### src/rtl/fios_seq_stream.sv
// fios_seq_stream: pass-level operation sequencer for FIOS Montgomery multipliers.
// Accepts a start request, runs NB_PASS passes of PASS_LEN cycles each driving
// PE start / operand fetch / a-shift control, then collects S result words from
// the core into a first-word-fall-through FIFO that drains downstream.
// Optional feature macro: FIOS_SEQ_TIMEOUT_EN enables a COLLECT-state watchdog
// (TIMEOUT cycles without a push flushes the FIFO, flags err_o, returns to IDLE).
// All outputs come straight from flops; their next values are derived from the
// next-state values so that they line up with the state they describe.
module fios_seq_stream #(
    parameter int W          = 17,
    parameter int S          = 8,
    parameter int PE_NB      = 3,
    parameter int PE_DELAY   = 6,
    parameter int LOOP_DELAY = 0,
    parameter int TIMEOUT    = 1024,
    localparam int NB_PASS   = (S + PE_NB - 1) / PE_NB,
    localparam int AW        = (S > 1) ? $clog2(S) : 1,
    localparam int PW        = $clog2(NB_PASS + 1)
) (
    input  logic          clock_i,
    input  logic          reset_i,
    input  logic          start_i,
    output logic          start_ready_o,
    output logic          pe_start_o,
    output logic          b_fetch_o,
    output logic          p_fetch_o,
    output logic [AW-1:0] op_addr_o,
    output logic          a_shift_o,
    output logic [PW-1:0] pass_idx_o,
    input  logic [W-1:0]  core_res_i,
    input  logic          core_res_push_i,
    output logic [W-1:0]  res_data_o,
    output logic          res_valid_o,
    input  logic          res_ready_i,
    output logic          done_o,
    output logic          err_o
);

    localparam int PE_SPAN  = PE_NB * PE_DELAY + LOOP_DELAY;
    localparam int PASS_LEN = (S > PE_SPAN) ? S : PE_SPAN;
    localparam int CW       = $clog2(PASS_LEN + 1);
    localparam int NW       = $clog2(S + 1);

    localparam logic [CW-1:0] LAST_CYC  = CW'(PASS_LEN - 1);
    localparam logic [CW-1:0] S_CYC     = CW'(S);
    localparam logic [PW-1:0] LAST_PASS = PW'(NB_PASS - 1);
    localparam logic [NW-1:0] S_CNT     = NW'(S);
    localparam logic [NW-1:0] LAST_CNT  = NW'(S - 1);
    localparam logic [AW-1:0] LAST_PTR  = AW'(S - 1);

    typedef enum logic [1:0] {
        ST_IDLE    = 2'd0,
        ST_RUN     = 2'd1,
        ST_COLLECT = 2'd2
    } state_t;

    // control state
    state_t        state_q, state_d;
    logic [PW-1:0] pass_q, pass_d;
    logic [CW-1:0] cyc_q, cyc_d;
    logic [NW-1:0] rx_q, rx_d;

    // FIFO state
    logic [W-1:0]  mem_q [S];
    logic [AW-1:0] wr_q, wr_d;
    logic [AW-1:0] rd_q, rd_d;
    logic [NW-1:0] cnt_q, cnt_d;
    logic [NW-1:0] pop_cnt_q, pop_cnt_d;

    // registered outputs
    logic          start_ready_q, start_ready_d;
    logic          pe_start_q, pe_start_d;
    logic          fetch_q, fetch_d;
    logic [AW-1:0] addr_q, addr_d;
    logic          a_shift_q, a_shift_d;
    logic [PW-1:0] pass_idx_q, pass_idx_d;
    logic [W-1:0]  res_data_q, res_data_d;
    logic          res_valid_q, res_valid_d;
    logic          done_q, done_d;
    logic          err_q, err_d;

    // handshake / push qualification
    logic pop, push, push_coll, full, stray, overflow;
    logic timeout;

`ifdef FIOS_SEQ_TIMEOUT_EN
    localparam int TW = $clog2(TIMEOUT + 1);
    localparam logic [TW-1:0] WD_LAST = TW'(TIMEOUT - 1);

    logic [TW-1:0] wd_q, wd_d;

    // Watchdog: counts COLLECT cycles, restarts on every push, fires on the TIMEOUT-th cycle
    always_comb begin
        timeout = (state_q == ST_COLLECT) && (wd_q == WD_LAST);
        if ((state_q != ST_COLLECT) || core_res_push_i || timeout) begin
            wd_d = '0;
        end else begin
            wd_d = wd_q + TW'(1);
        end
    end

    // Watchdog counter register
    always_ff @(posedge clock_i) begin
        if (reset_i) begin
            wd_q <= '0;
        end else begin
            wd_q <= wd_d;
        end
    end
`else
    // No watchdog: COLLECT waits for the core indefinitely (expression is constant 0)
    assign timeout = (TIMEOUT < 0);
`endif

    // Push/pop qualification; a push on the timeout cycle loses to the flush
    always_comb begin
        pop       = res_valid_q && res_ready_i;
        full      = (cnt_q == S_CNT);
        push_coll = core_res_push_i && (state_q == ST_COLLECT) && !timeout;
        push      = push_coll && (!full || pop);
        overflow  = push_coll && full && !pop;
        stray     = core_res_push_i && (state_q != ST_COLLECT);
    end

    // FSM state register
    always_ff @(posedge clock_i) begin
        if (reset_i) begin
            state_q <= ST_IDLE;
            pass_q  <= '0;
            cyc_q   <= '0;
            rx_q    <= '0;
        end else begin
            state_q <= state_d;
            pass_q  <= pass_d;
            cyc_q   <= cyc_d;
            rx_q    <= rx_d;
        end
    end

    // FSM next state: pass/cycle walk in RUN, result word count in COLLECT
    always_comb begin
        state_d = state_q;
        pass_d  = pass_q;
        cyc_d   = cyc_q;
        rx_d    = rx_q;
        case (state_q)
            ST_IDLE: begin
                if (start_i && start_ready_q) begin
                    state_d = ST_RUN;
                    pass_d  = '0;
                    cyc_d   = '0;
                end
            end
            ST_RUN: begin
                if (cyc_q == LAST_CYC) begin
                    cyc_d = '0;
                    if (pass_q == LAST_PASS) begin
                        state_d = ST_COLLECT;
                        pass_d  = '0;
                        rx_d    = '0;
                    end else begin
                        pass_d = pass_q + PW'(1);
                    end
                end else begin
                    cyc_d = cyc_q + CW'(1);
                end
            end
            ST_COLLECT: begin
                if (timeout) begin
                    state_d = ST_IDLE;
                    rx_d    = '0;
                end else if (push) begin
                    if (rx_q == LAST_CNT) begin
                        state_d = ST_IDLE;
                        rx_d    = '0;
                    end else begin
                        rx_d = rx_q + NW'(1);
                    end
                end
            end
            default: begin
                state_d = ST_IDLE;
                pass_d  = '0;
                cyc_d   = '0;
                rx_d    = '0;
            end
        endcase
    end

    // FSM outputs, derived from the next state so the registered copy matches it
    always_comb begin
        start_ready_d = (state_d == ST_IDLE) && (cnt_d == '0);
        pe_start_d    = 1'b0;
        fetch_d       = 1'b0;
        addr_d        = '0;
        a_shift_d     = 1'b0;
        pass_idx_d    = '0;
        if (state_d == ST_RUN) begin
            pe_start_d = (cyc_d == '0);
            fetch_d    = (cyc_d < S_CYC);
            addr_d     = fetch_d ? cyc_d[AW-1:0] : '0;
            a_shift_d  = (cyc_d == LAST_CYC) && (pass_d != LAST_PASS);
            pass_idx_d = pass_d;
        end
    end

    // FIFO pointers, occupancy, fall-through head, done and sticky error
    always_comb begin
        wr_d      = wr_q;
        rd_d      = rd_q;
        cnt_d     = cnt_q;
        pop_cnt_d = pop_cnt_q;
        done_d    = 1'b0;
        if (timeout) begin
            wr_d      = '0;
            rd_d      = '0;
            cnt_d     = '0;
            pop_cnt_d = '0;
        end else begin
            if (push) begin
                wr_d = (wr_q == LAST_PTR) ? '0 : wr_q + AW'(1);
            end
            if (pop) begin
                rd_d = (rd_q == LAST_PTR) ? '0 : rd_q + AW'(1);
                if (pop_cnt_q == LAST_CNT) begin
                    done_d    = 1'b1;
                    pop_cnt_d = '0;
                end else begin
                    pop_cnt_d = pop_cnt_q + NW'(1);
                end
            end
            case ({push, pop})
                2'b10:   cnt_d = cnt_q + NW'(1);
                2'b01:   cnt_d = cnt_q - NW'(1);
                default: cnt_d = cnt_q;
            endcase
        end
        // The word being written lands at the new head only when the FIFO is
        // (or becomes) empty apart from it; otherwise the head is already stored.
        res_data_d  = (push && (wr_q == rd_d)) ? core_res_i : mem_q[rd_d];
        res_valid_d = (cnt_d != '0);
        err_d       = err_q || stray || overflow || timeout;
    end

    // FIFO storage; contents need no reset since occupancy gates visibility
    always_ff @(posedge clock_i) begin
        if (push) begin
            mem_q[wr_q] <= core_res_i;
        end
    end

    // FIFO bookkeeping and output registers
    always_ff @(posedge clock_i) begin
        if (reset_i) begin
            wr_q          <= '0;
            rd_q          <= '0;
            cnt_q         <= '0;
            pop_cnt_q     <= '0;
            start_ready_q <= 1'b1;
            pe_start_q    <= 1'b0;
            fetch_q       <= 1'b0;
            addr_q        <= '0;
            a_shift_q     <= 1'b0;
            pass_idx_q    <= '0;
            res_data_q    <= '0;
            res_valid_q   <= 1'b0;
            done_q        <= 1'b0;
            err_q         <= 1'b0;
        end else begin
            wr_q          <= wr_d;
            rd_q          <= rd_d;
            cnt_q         <= cnt_d;
            pop_cnt_q     <= pop_cnt_d;
            start_ready_q <= start_ready_d;
            pe_start_q    <= pe_start_d;
            fetch_q       <= fetch_d;
            addr_q        <= addr_d;
            a_shift_q     <= a_shift_d;
            pass_idx_q    <= pass_idx_d;
            res_data_q    <= res_data_d;
            res_valid_q   <= res_valid_d;
            done_q        <= done_d;
            err_q         <= err_d;
        end
    end

    assign start_ready_o = start_ready_q;
    assign pe_start_o    = pe_start_q;
    assign b_fetch_o     = fetch_q;
    assign p_fetch_o     = fetch_q;
    assign op_addr_o     = addr_q;
    assign a_shift_o     = a_shift_q;
    assign pass_idx_o    = pass_idx_q;
    assign res_data_o    = res_data_q;
    assign res_valid_o   = res_valid_q;
    assign done_o        = done_q;
    assign err_o         = err_q;

endmodule

### config.mk
export PLATFORM = sky130hd
export DESIGN_NAME = fios_seq_stream
export DESIGN_NICKNAME = d
export VERILOG_FILES = /design/src/rtl/fios_seq_stream.sv
export SDC_FILE = /design/constraint.sdc
export NUM_CORES = 1
export LEC_CHECK = 0
export BUFFER_PORTS_ARGS = -buffer_cell sky130_fd_sc_hd__buf_2
export CORE_ASPECT_RATIO = 0.6
export CORE_MARGIN = 3
export CORE_UTILIZATION = 40
export CTS_CLUSTER_DIAMETER = 120
export DETAILED_ROUTE_END_ITERATION = 8
export PLACE_DENSITY = 0.63
export SETUP_SLACK_MARGIN = 0.02
export SLEW_MARGIN = 20
export SYNTH_ARGS = -nofsm -noshare
export SYNTH_HDL_FRONTEND = slang
export SYNTH_SLANG_ARGS = --single-unit
### constraint.sdc
create_clock -name clock_i -period 6.99 [get_ports clock_i]
set_input_delay 0.3495 -clock clock_i [delete_from_list [all_inputs] [get_ports clock_i]]
set_output_delay 0.3495 -clock clock_i [all_outputs]
set_load 0.01 [all_outputs]
==> results of run 1 <==
[layer usage]
metal | vias up | wire, um | track usage
li1 | 2421 | - | -
met5 | - | 0 | 0
met2 | 141 | 7690 | 0.256
met4 | 0 | 272 | 0.0565
met1 | 2516 | 8110 | 0.240
met3 | 27 | 939 | 0.0392
[final timing paths]
check,endpoint,start,slack (ns),cells after the start
max,start_ready_o,cnt_q[0],3.63,12
min,err_o,core_res_push_i,0.17,3
max reg2reg,start_ready_o,cnt_q[0],3.63,12
min reg2reg,done_o,pop_cnt_q[3],0.47,1
[worst min-delay path, cell delays in order]
cell,delay (ns)
buf_2,0.10
a21oi_1,0.06
nor2_1,0.07
[logic make-up (layout without fill, tap and decap cells)]
logic type / Yosys count / in the layout / share of synthesized area
xor gates and xnor gates: 10 / 10 / 0.0113
adders and majority gates: 11 / 11 / 0.0177
and+or+nand+nor: 271 / 271 / 0.163
buffers and inverters: 45 / 106 / 0.0264
DFF: 192 / 192 / 0.671
AOI/OAI and AO/OA: 79 / 79 / 0.0679
muxes: 29 / 29 / 0.0426
[registers in the layout, summed over array words and instances, names as in the netlist, 2 cells and up]
name and flops:
pass_q 2, cyc_q 5, pop_cnt_q 4, rd_q 3, state_q 2, res_data_o 17
mem_q 136, pass_idx_o 2, wr_q 3, rx_q 4, cnt_q 4, op_addr_o 3
[through the flow]
stage | worst slack [ns] | power [mW] | instances | hold WS (ns)
after floorplan | 3.44 | 1.28 | 637 | 0.445
after global placement | 3.80 | 1.31 | 904 | 0.457
after detailed placement | 3.66 | 1.31 | 906 | 0.460
after CTS | 3.63 | 2.20 | 938 | 0.167
after global routing | 3.36 | 2.26 | 938 | 0.197
final | 3.63 | 2.18 | 938 | 0.173
[area by class of cell]
cell class	count	area, sq um	share of cell area
inverters	9	33.8	0.00381
multi-input cells	400	2420	0.273
flip-flops and latches	192	5200	0.587
clock buffers	22	454	0.0512
clock inverters	10	87.6	0.00988
well taps	240	300	0.0339
repair buffers	65	368	0.0415
[report_power, final]
group	total, mW	leakage [nW]	switching, mW	internal, mW
clock	0.899	0.246	0.401	0.497
sequential	1.23	1.68	0.00515	1.22
combinational	0.0565	1.22	0.0387	0.0178
[synthesized netlist by cell type, types with 4 or more instances]
| cell type | count | share of area |
|---|---|---|
| a32oi_1 | 16 | 0.018 |
| buf_2 | 4 | 0.0026 |
| a21oi_1 | 32 | 0.021 |
| xnor2_1 | 5 | 0.0056 |
| dfxtp_1 | 56 | 0.14 |
| buf_4 | 4 | 0.0039 |
| nor4b_1 | 4 | 0.0045 |
| clkbuf_1 | 22 | 0.011 |
| nor2b_1 | 5 | 0.0040 |
| edfxtp_1 | 136 | 0.53 |
| o21ai_0 | 11 | 0.0071 |
| mux2i_1 | 24 | 0.031 |
| nor3_1 | 7 | 0.0045 |
| nor3b_1 | 6 | 0.0058 |
| xor2_1 | 5 | 0.0056 |
| nand3_1 | 38 | 0.025 |
| ha_1 | 11 | 0.018 |
| nand4_1 | 17 | 0.014 |
| inv_1 | 8 | 0.0039 |
| nor2_1 | 43 | 0.021 |
| nand2_1 | 131 | 0.063 |
==> results.rst, run 1 <==
.. list-table::
   :header-rows: 1

   * - Metric
     - Value
   * - Area inside the core boundary
     - 0.0185 sq mm
   * - Critical path buffers and inverters
     - 0
   * - Most used cells in the layout excluding fill and tap cells
     - edfxtp_1, nand2_1, dfxtp_1
   * - Most common cell after layout, fill and taps aside
     - edfxtp_1
   * - Die W
     - 186 um
   * - Synthesized area
     - 0.00776 sq mm
   * - Total clock buffers created by CTS
     - 17
   * - Initial antenna violation count
     - 0
   * - I/O pin count
     - 52
   * - Worst-path fanout max
     - 13
   * - Starting DRT DRC Count
     - 538
   * - Num rows
     - 38
   * - Register bit total from synthesis
     - 192
   * - Number of design rule violations left after detail routing
     - 0
   * - Worst vdd ir
     - 176 uV
   * - DIE HEIGHT
     - 114 um
   * - Highest attainable clock frequency
     - 0.298 GHz
   * - Vias in the first global route
     - 5031
   * - Post-place instance area
     - 0.00832 sq mm
   * - Final design utilization
     - 0.478
   * - Yosys Warn Count
     - 0
   * - Remaining max-slew budget at the tightest pin
     - 0.285
   * - Largest net degree at the start of global routing
     - 66
   * - Max Slew Vio Count
     - 0
   * - Area grow syn2layout
     - 14.2%
   * - Post-CTS Hold Buffers
     - 0
   * - Final setup TNS
     - 0 ns
   * - Detailed-placement wirelength estimate
     - 10700 um
   * - Top_reg_cell synth
     - edfxtp_1
   * - Average routed wire per standard cell
     - 18.1 um
   * - Critical setup path kind
     - register to register
   * - Count of unique library cells instantiated by Yosys
     - 60
   * - Final routed wirelength across all metal layers
     - 17000 um
   * - Class of the worst hold path
     - primary input to register
   * - Number of buffers between clock root and the deepest sink
     - 2
   * - EDFF count, synth
     - 136
   * - Critical Path End Type
     - register
   * - Count of buffers inserted at the top-level ports
     - 51
   * - Clock Sink Count
     - 192
   * - Count of nets left with antenna violations after detail routing
     - 0
   * - Root buffer cell
     - clkbuf_16
   * - Worst-path cell chain
     - nor4b_1, a21boi_1, nand2_1, ha_1, xor2_1, ha_1, a21oi_1, xor2_1, nor2_1, xnor2_1, and3_1, a31o_2
   * - Die outline area
     - 0.0212 sq mm
   * - Number of cells produced by synthesis
     - 637
   * - Data required time at the worst endpoint
     - 7.32 ns
   * - Clock latency of the later-clocked register in the worst-skew pair
     - 0.43 ns
   * - Arr. time, crit path
     - 3.69 ns
   * - Mapped Nets
     - 670
   * - Post-route minimum period
     - 3.36 ns
   * - Hold violation count in the final report
     - 0
   * - Leakage
     - 3.14 nW
   * - Least-Margin Pin Slew
     - 1.07 ns
   * - Fraction of synthesis flops using an asynchronous set or reset pin
     - 0
   * - Starting utilization of the core area
     - 0.419
   * - Wire length of the first global-routing pass
     - 27300 um
   * - RePlAce Congestion
     - 0.839
   * - Setup Skew
     - 0.0105 ns
   * - RSZ-0062 raised after global routing
     - false
   * - Tcrit/Tclk final
     - 0.481
   * - Max-cap check violation count
     - 0
   * - Overflow left after global routing
     - 0
   * - Crit-path slowest cell
     - nor4b_1
   * - Layout cell share with drive strength beyond 1
     - 0.165
   * - Count of endpoints failing setup in the final report
     - 0
   * - CTS tree
     - yes
   * - H-tree depth reported by CTS
     - 4
   * - Drt via density
     - 5.44
   * - Post-route cell area
     - 0.00887 sq mm
   * - Sequential share of the synthesized area
     - 0.671
   * - Result of the run
     - completed
   * - DR vias
     - 5105
   * - Number of gates given a new drive strength after cts
     - 0
   * - Post-CTS setup buffer count
     - 0
   * - Synthesized area divided by synthesized cell count
     - 12.2 sq um
   * - Initial DRT Pass Iterations
     - 5
   * - Net count, final
     - 718
   * - Power per cell area
     - 246 mW/mm^2
   * - Setup crit start kind
     - register
   * - CTS clock-pin slew for the worst setup and hold paths
     - 0.07 ns
   * - GR Util All Layers
     - 0.168
   * - Crit path largest cell delay
     - 0.50 ns
   * - Filler instances
     - 1657
   * - Number of antenna diodes
     - 0
   * - Cell family contributing the most delay on the critical path
     - simple AND/OR/NAND/NOR gates
(Power assumes the default switching activity.)
==> run 2: changes to the inputs <==
Settings changed: PLACE_DENSITY 0.63 to 0.65.
Clock period 6.99 ns to 2.87 ns, I/O delays scaled along.
==> results.rst, run 2 (synthesis results as in run 1) <==
.. list-table::
   :header-rows: 1

   * - Metric
     - Value
   * - Combinational share of power
     - 0.027 (about the same)
   * - Overflow left after global routing
     - 0 (unchanged)
   * - Least-Margin Pin Slew
     - 1.07 ns (+0.000166 ns)
   * - Depth of the worst register-to-register path
     - 9 (-3)
   * - Die W
     - 186 um (unchanged)
   * - Detailed-placement wirelength estimate
     - 10700 um (+0.33%)
   * - Leakage
     - 3.26 nW (+3.6%)
   * - Number of design rule violations left after detail routing
     - 0 (unchanged)
   * - Crit-path slowest cell
     - or4_1
   * - H-tree depth reported by CTS
     - 4 (unchanged)
   * - Initial DRT Pass Iterations
     - 5 (unchanged)
   * - Post-place instance area
     - 0.00842 sq mm (+1.2%)
   * - Highest attainable clock frequency
     - 0.367 GHz (+23%)
   * - Place WS
     - 0.102 ns (-3.56 ns)
   * - I/O pin count
     - 52 (unchanged)
   * - Switching power
     - 1.13 mW (+150%)
   * - Class of the worst hold path
     - primary input to register
   * - CTS tree
     - yes
   * - Hold Path Depth
     - 1 (-2)
   * - Setup Skew
     - 0.0103 ns (-0.000186 ns)
   * - Number of buffers between clock root and the deepest sink
     - 2 (unchanged)
   * - Starting DRT DRC Count
     - 492 (-8.6%)
   * - Clock Sink Count
     - 192 (unchanged)
   * - Filler instances
     - 1605 (-3.1%)
   * - Clock latency of the later-clocked register in the worst-skew pair
     - 0.43 ns (about the same)
   * - Power share of the clock group
     - 0.424 (+0.012)
   * - Count of buffers inserted at the top-level ports
     - 51 (unchanged)
   * - Number of flip-flops under the largest register name
     - 136 (unchanged)
   * - Die outline area
     - 0.0212 sq mm (unchanged)
   * - Critical path buffers and inverters
     - 1 (+1)
   * - Worst-path cell chain
     - ha_1, ha_1, nor4bb_4, a21oi_2, xnor2_1, or4_1, buf_4, nand4_1, a21oi_1
   * - Net count, final
     - 734 (+2.2%)
   * - Worst-path fanout max
     - 16 (+3)
   * - Most used cells in the layout excluding fill and tap cells
     - edfxtp_1, nand2_1, dfxtp_1
   * - Root buffer cell
     - clkbuf_16
   * - Internal power
     - 4.32 mW (+150%)
   * - Setup crit start kind
     - register
   * - Most Frequent Cell on Critical Path
     - ha_1
   * - Count of nets left with antenna violations after detail routing
     - 0 (unchanged)
   * - DIE HEIGHT
     - 114 um (unchanged)
   * - Arr. time, crit path
     - 2.98 ns (-0.71 ns)
   * - Area grow syn2layout
     - 16.9%
   * - DR vias
     - 5181 (+1.5%)
   * - Data required time at the worst endpoint
     - 3.13 ns (-4.19 ns)
   * - Result of the run
     - completed
   * - Total clock buffers created by CTS
     - 17 (unchanged)
   * - RePlAce Congestion
     - 0.782 (-6.8%)
   * - RSZ-0062 raised after global routing
     - false
   * - Worst Setup Slack, final
     - 0.148 ns (-3.48 ns)
   * - Vias in the first global route
     - 5148 (+2.3%)
   * - CTS clock-pin slew for the worst setup and hold paths
     - 0.07 ns (about the same)
   * - Power per cell area
     - 600 mW/mm^2 (+140%)
   * - Starting utilization of the core area
     - 0.419 (unchanged)
   * - Critical setup path kind
     - register to register
   * - Tcrit/Tclk final
     - 0.948 (+0.468)
   * - Sequential cell fraction of total power
     - 0.549 (-0.013)
   * - Count of endpoints failing setup in the final report
     - 0 (unchanged)
   * - Max Slew Vio Count
     - 0 (unchanged)
   * - Average routed wire per standard cell
     - 18.5 um (+2.0%)
   * - Count of placed standard cells in the final layout, fillers left out
     - 953 (+1.6%)
   * - Remaining max-slew budget at the tightest pin
     - 0.285 (about the same)
   * - Total number of cells along the worst setup path
     - 9 (-3)
   * - GR Util All Layers
     - 0.173 (+0.00435)
   * - Final routed wirelength across all metal layers
     - 17600 um (+3.6%)
   * - Crit path largest cell delay
     - 0.61 ns (+0.11 ns)
   * - Post-route minimum period
     - 2.72 ns (-0.638 ns)
   * - Combined area of the multi-input logic cells
     - 0.00246 sq mm (+1.7%)
   * - Critical Path End Type
     - register
   * - Cell family contributing the most delay on the critical path
     - simple AND/OR/NAND/NOR gates
   * - Number of antenna diodes
     - 0 (unchanged)
   * - Most common cell after layout, fill and taps aside
     - edfxtp_1
   * - Final setup TNS
     - 0 ns (unchanged)
   * - Largest net degree at the start of global routing
     - 66 (unchanged)
   * - Post-route cell area
     - 0.00908 sq mm (+2.4%)
   * - Switch share
     - 0.207 (+0.00313)
   * - Worst vdd ir
     - 405 uV (+130%)
   * - Wire length of the first global-routing pass
     - 27800 um (+1.6%)
   * - Drt via density
     - 5.44 (-0.11%)
   * - Num rows
     - 38 (unchanged)
   * - Area occupied by registers
     - 0.00520 sq mm (unchanged)
   * - Max-cap check violation count
     - 0 (unchanged)
   * - Layout cell share with drive strength beyond 1
     - 0.180 (+0.0148)
   * - Initial antenna violation count
     - 0 (unchanged)
   * - Total placed cells including tap cells
     - 915 (+0.99%)
   * - Area inside the core boundary
     - 0.0185 sq mm (unchanged)
   * - Register with the most flip-flops
     - mem_q
   * - Hold violation count in the final report
     - 0 (unchanged)
-- run 2: cell types whose count changed in the layout (fill, tap and decap cells not counted), moves of 2 or more --
| cell | delta |
|---|---|
| clkinvlp_4 | -5 |
| buf_6 | -2 |
| nor4b_4 | +2 |
| clkinv_1 | -3 |
| dlygate4sd3_1 | +7 |
| buf_4 | +10 |
| clkinv_2 | +2 |
| inv_6 | +2 |
| clkinv_4 | +4 |
-- run 2: repair_timing --
item,4_1_cts,5_1_grt
hold buffers,7,0
buffers inserted,0,0
hold endpoints to repair,43,0
resized for setup,0,2
endpoints found under the setup margin,0,18
-- run 2: final timing paths --
kind | from | end | slack [ns]
max | rd_q[1] | res_data_o[9] | 0.15
min | core_res_i[10] | mem_q[7][10] | 0.02
max reg2reg | rd_q[1] | res_data_o[9] | 0.15
min reg2reg | pop_cnt_q[1] | pop_cnt_q[1] | 0.48
-- run 2: layer usage --
layer / track usage / part of all wire
met5: 0 / 0
met4: 0.0407 / 0.010
met3: 0.0516 / 0.054
met2: 0.266 / 0.46
met1: 0.243 / 0.47
-- run 2: area by class of cell --
class | count | share of cell area
sequential | 192 | 0.573
multi-input combinational | 400 | 0.271
timing repair buffer | 81 | 0.0562
clock buffer | 20 | 0.0481
tap | 240 | 0.0331
clock inverter | 11 | 0.0145
inverter | 9 | 0.00372
-- run 2: power groups by stage --
stage | Sequential (mW) | Combinational (mW) | Clock (mW)
after CTS | 2.99 | 0.147 | 2.36
final | 2.99 | 0.147 | 2.31
after detailed placement | 3.05 | 0.138 | 0
after floorplan | 3.06 | 0.0598 | 0
after global routing | 2.99 | 0.165 | 2.47
after global placement | 3.05 | 0.134 | 0
-- run 2: stage by stage --
stage          power [mW]  hold WS [ns]  utilization
2_1_floorplan        3.12         0.242            -
3_3_place_gp         3.19         0.397        0.454
3_5_place_dp         3.19         0.408        0.454
4_1_cts              5.50       0.00253        0.489
5_1_grt              5.63        0.0184        0.489
6_report             5.45        0.0156        0.489
==> run 3: changes to the inputs <==
Settings changed: CELL_PAD_IN_SITES_DETAIL_PLACEMENT set to 1, CELL_PAD_IN_SITES_GLOBAL_PLACEMENT set to 1, PLACE_DENSITY 0.65 to 0.75.
==> results.rst, run 3 (synthesis results as in run 1) <==
.. list-table::
   :header-rows: 1

   * - Metric
     - Value
   * - Average routed wire per standard cell
     - 21.5 um (+16%)
   * - Post-route minimum period
     - 2.70 ns (-0.0176 ns)
   * - Final routed wirelength across all metal layers
     - 20600 um (+17%)
   * - Switch share
     - 0.199 (-0.00805)
   * - Largest net degree at the start of global routing
     - 66 (unchanged)
   * - Depth of the worst register-to-register path
     - 9 (unchanged)
   * - Worst vdd ir
     - 401 uV (-0.79%)
   * - Max Slew Vio Count
     - 0 (unchanged)
   * - Initial DRT Pass Iterations
     - 5 (unchanged)
   * - Critical Path End Type
     - register
   * - Launch point of the worst reg-to-reg path
     - rd_q[1]
   * - Number of antenna diodes
     - 0 (unchanged)
   * - Setup slack of the worst register-to-register path
     - 0.17 ns (+0.02 ns)
   * - Leakage
     - 3.31 nW (+1.7%)
   * - Combinational share of power
     - 0.028 (about the same)
   * - Filler instances
     - 1926 (+20%)
   * - H-tree depth reported by CTS
     - 4 (unchanged)
   * - Most used cells in the layout excluding fill and tap cells
     - edfxtp_1, nand2_1, dfxtp_1
   * - Initial antenna violation count
     - 0 (unchanged)
   * - Critical setup path kind
     - register to register
   * - Hold violation count in the final report
     - 0 (unchanged)
   * - DR vias
     - 5322 (+2.7%)
   * - Clock Sink Count
     - 192 (unchanged)
   * - Overflow left after global routing
     - 0 (unchanged)
   * - Root buffer cell
     - clkbuf_16
   * - Die W
     - 186 um (unchanged)
   * - Number of flip-flops under the largest register name
     - 136 (unchanged)
   * - Switching power
     - 1.14 mW (+1.4%)
   * - Tcrit/Tclk final
     - 0.942 (-0.00612)
   * - Destination of the worst hold path
     - mem_q[4][8]
   * - Die outline area
     - 0.0212 sq mm (unchanged)
   * - Power share of the clock group
     - 0.452 (+0.028)
   * - Data required time at the worst endpoint
     - 3.18 ns (+0.05 ns)
   * - Total placed cells including tap cells
     - 915 (unchanged)
   * - Detailed-placement wirelength estimate
     - 12200 um (+14%)
   * - Wire length of the first global-routing pass
     - 32200 um (+16%)
   * - Class of the worst hold path
     - primary input to register
   * - Total clock buffers created by CTS
     - 17 (unchanged)
   * - Count of endpoints failing setup in the final report
     - 0 (unchanged)
   * - I/O pin count
     - 52 (unchanged)
   * - DIE HEIGHT
     - 114 um (unchanged)
   * - Count of buffers inserted at the top-level ports
     - 51 (unchanged)
   * - Starting DRT DRC Count
     - 448 (-8.9%)
   * - Power per cell area
     - 623 mW/mm^2 (+3.9%)
   * - Clock latency of the later-clocked register in the worst-skew pair
     - 0.45 ns (+0.02 ns)
   * - RSZ-0062 raised after global routing
     - false
   * - Most Frequent Cell on Critical Path
     - ha_1
   * - Crit-path slowest cell
     - or4_1
   * - Post-CTS setup buffer count
     - 0 (unchanged)
   * - Max-cap check violation count
     - 0 (unchanged)
   * - Count of nets left with antenna violations after detail routing
     - 0 (unchanged)
   * - Result of the run
     - completed
   * - Worst-path fanout max
     - 18 (+2)
   * - Net count, final
     - 741 (+0.95%)
   * - Starting utilization of the core area
     - 0.419 (unchanged)
   * - Most common cell after layout, fill and taps aside
     - edfxtp_1
   * - Setup crit start kind
     - register
   * - Layout cell share with drive strength beyond 1
     - 0.179 (-0.000605)
   * - Vias in the first global route
     - 5632 (+9.4%)
   * - Highest attainable clock frequency
     - 0.370 GHz (+0.65%)
   * - Setup Skew
     - 0.0140 ns (+0.00366 ns)
   * - Count of placed standard cells in the final layout, fillers left out
     - 961 (+0.84%)
   * - GR Util All Layers
     - 0.204 (+0.0316)
   * - RR Endpoint
     - res_data_o[9]
   * - Final setup TNS
     - 0 ns (unchanged)
   * - Number of design rule violations left after detail routing
     - 0 (unchanged)
   * - Drt via density
     - 5.54 (+1.9%)
   * - Remaining max-slew budget at the tightest pin
     - 0.575 (+0.291)
   * - Beginning of the worst hold path
     - core_res_i[8]
   * - Number of buffers between clock root and the deepest sink
     - 2 (unchanged)
   * - RePlAce Congestion
     - 0.779 (-0.37%)
   * - Sequential cell fraction of total power
     - 0.521 (-0.028)
   * - Hold Path Depth
     - 1 (unchanged)
   * - Area inside the core boundary
     - 0.0185 sq mm (unchanged)
   * - Arr. time, crit path
     - 3.01 ns (+0.03 ns)
   * - Num rows
     - 38 (unchanged)
   * - CTS clock-pin slew for the worst setup and hold paths
     - 0.07 ns (about the same)
   * - Least-Margin Pin Slew
     - 0.637 ns (-0.436 ns)
   * - Internal power
     - 4.60 mW (+6.6%)
   * - Register with the most flip-flops
     - mem_q
   * - CTS tree
     - yes
   * - Crit path largest cell delay
     - 0.53 ns (-0.08 ns)
   * - Worst-path cell chain
     - ha_1, ha_1, nor4bb_4, a21oi_2, xnor2_1, or4_1, buf_4, nand4_1, a21oi_1
   * - Area grow syn2layout
     - 18.8%
## run 3: repair_timing
action	4_1_cts	5_1_grt
setup endpoints to repair	1	2
endpoints found under the hold margin	103	0
resized for setup	1	1
hold buffers	14	0
## run 3: power groups by stage
stage               logic [mW]  clock network (mW)  registers, mW
detailed placement       0.144                   0           3.05
CTS                      0.160                2.64           2.99
global placement         0.136                   0           3.05
floorplan               0.0598                   0           3.06
global route             0.178                2.75           2.99
finish                   0.159                2.60           2.99
## run 3: worst max path at each step
stage                     start             end  slack [ns]  cells after the start
floorplan           res_valid_o     mem_q[3][0]        0.05                      5
global placement       cnt_q[0]   start_ready_o        0.31                     12
detailed placement      rd_q[1]  res_data_o[14]        0.15                      9
CTS                    cnt_q[1]   start_ready_o        0.11                     12
global route           cnt_q[1]   start_ready_o        0.04                     12
finish                  rd_q[1]   res_data_o[9]        0.17                      9
## run 3: stage by stage
stage                     utilization  hold slack (ns)  power, mW  cell area, sq um  setup WS (ns)
after global routing            0.497           0.0264       5.92              9220         0.0372
final                           0.497           0.0134       5.75              9220          0.166
after CTS                       0.497          0.00102       5.79              9210          0.112
after global placement          0.454            0.406       3.19              8420          0.309
after detailed placement        0.454            0.411       3.20              8420          0.150
after floorplan                     -            0.242       3.12              7780         0.0481
## run 3: cell type report
class                           count  area, sq um  area share
Sequential cell                   192         5200       0.565
Timing Repair Buffer               88          581      0.0630
Clock buffer                       21          450      0.0489
Tap cell                          240          300      0.0326
Multi-Input combinational cell    400         2460       0.267
Inverter                            9         33.8     0.00366
Clock inverter                     11          189      0.0205
## run 3: routing by layer
metal,part of all wire,track usage
met1,0.46,0.278
met2,0.48,0.333
met3,0.049,0.0427
met4,0.014,0.0610
met5,0,0
## run 3: critical path, delay by kind of cell (launching register included)
family	cells	cell delay, ns
simple gates	3	1.06
fa+ha+maj	2	0.47
flops	1	0.37
buf+inv	1	0.24
compound gates	2	0.23
xor+xnor	1	0.20
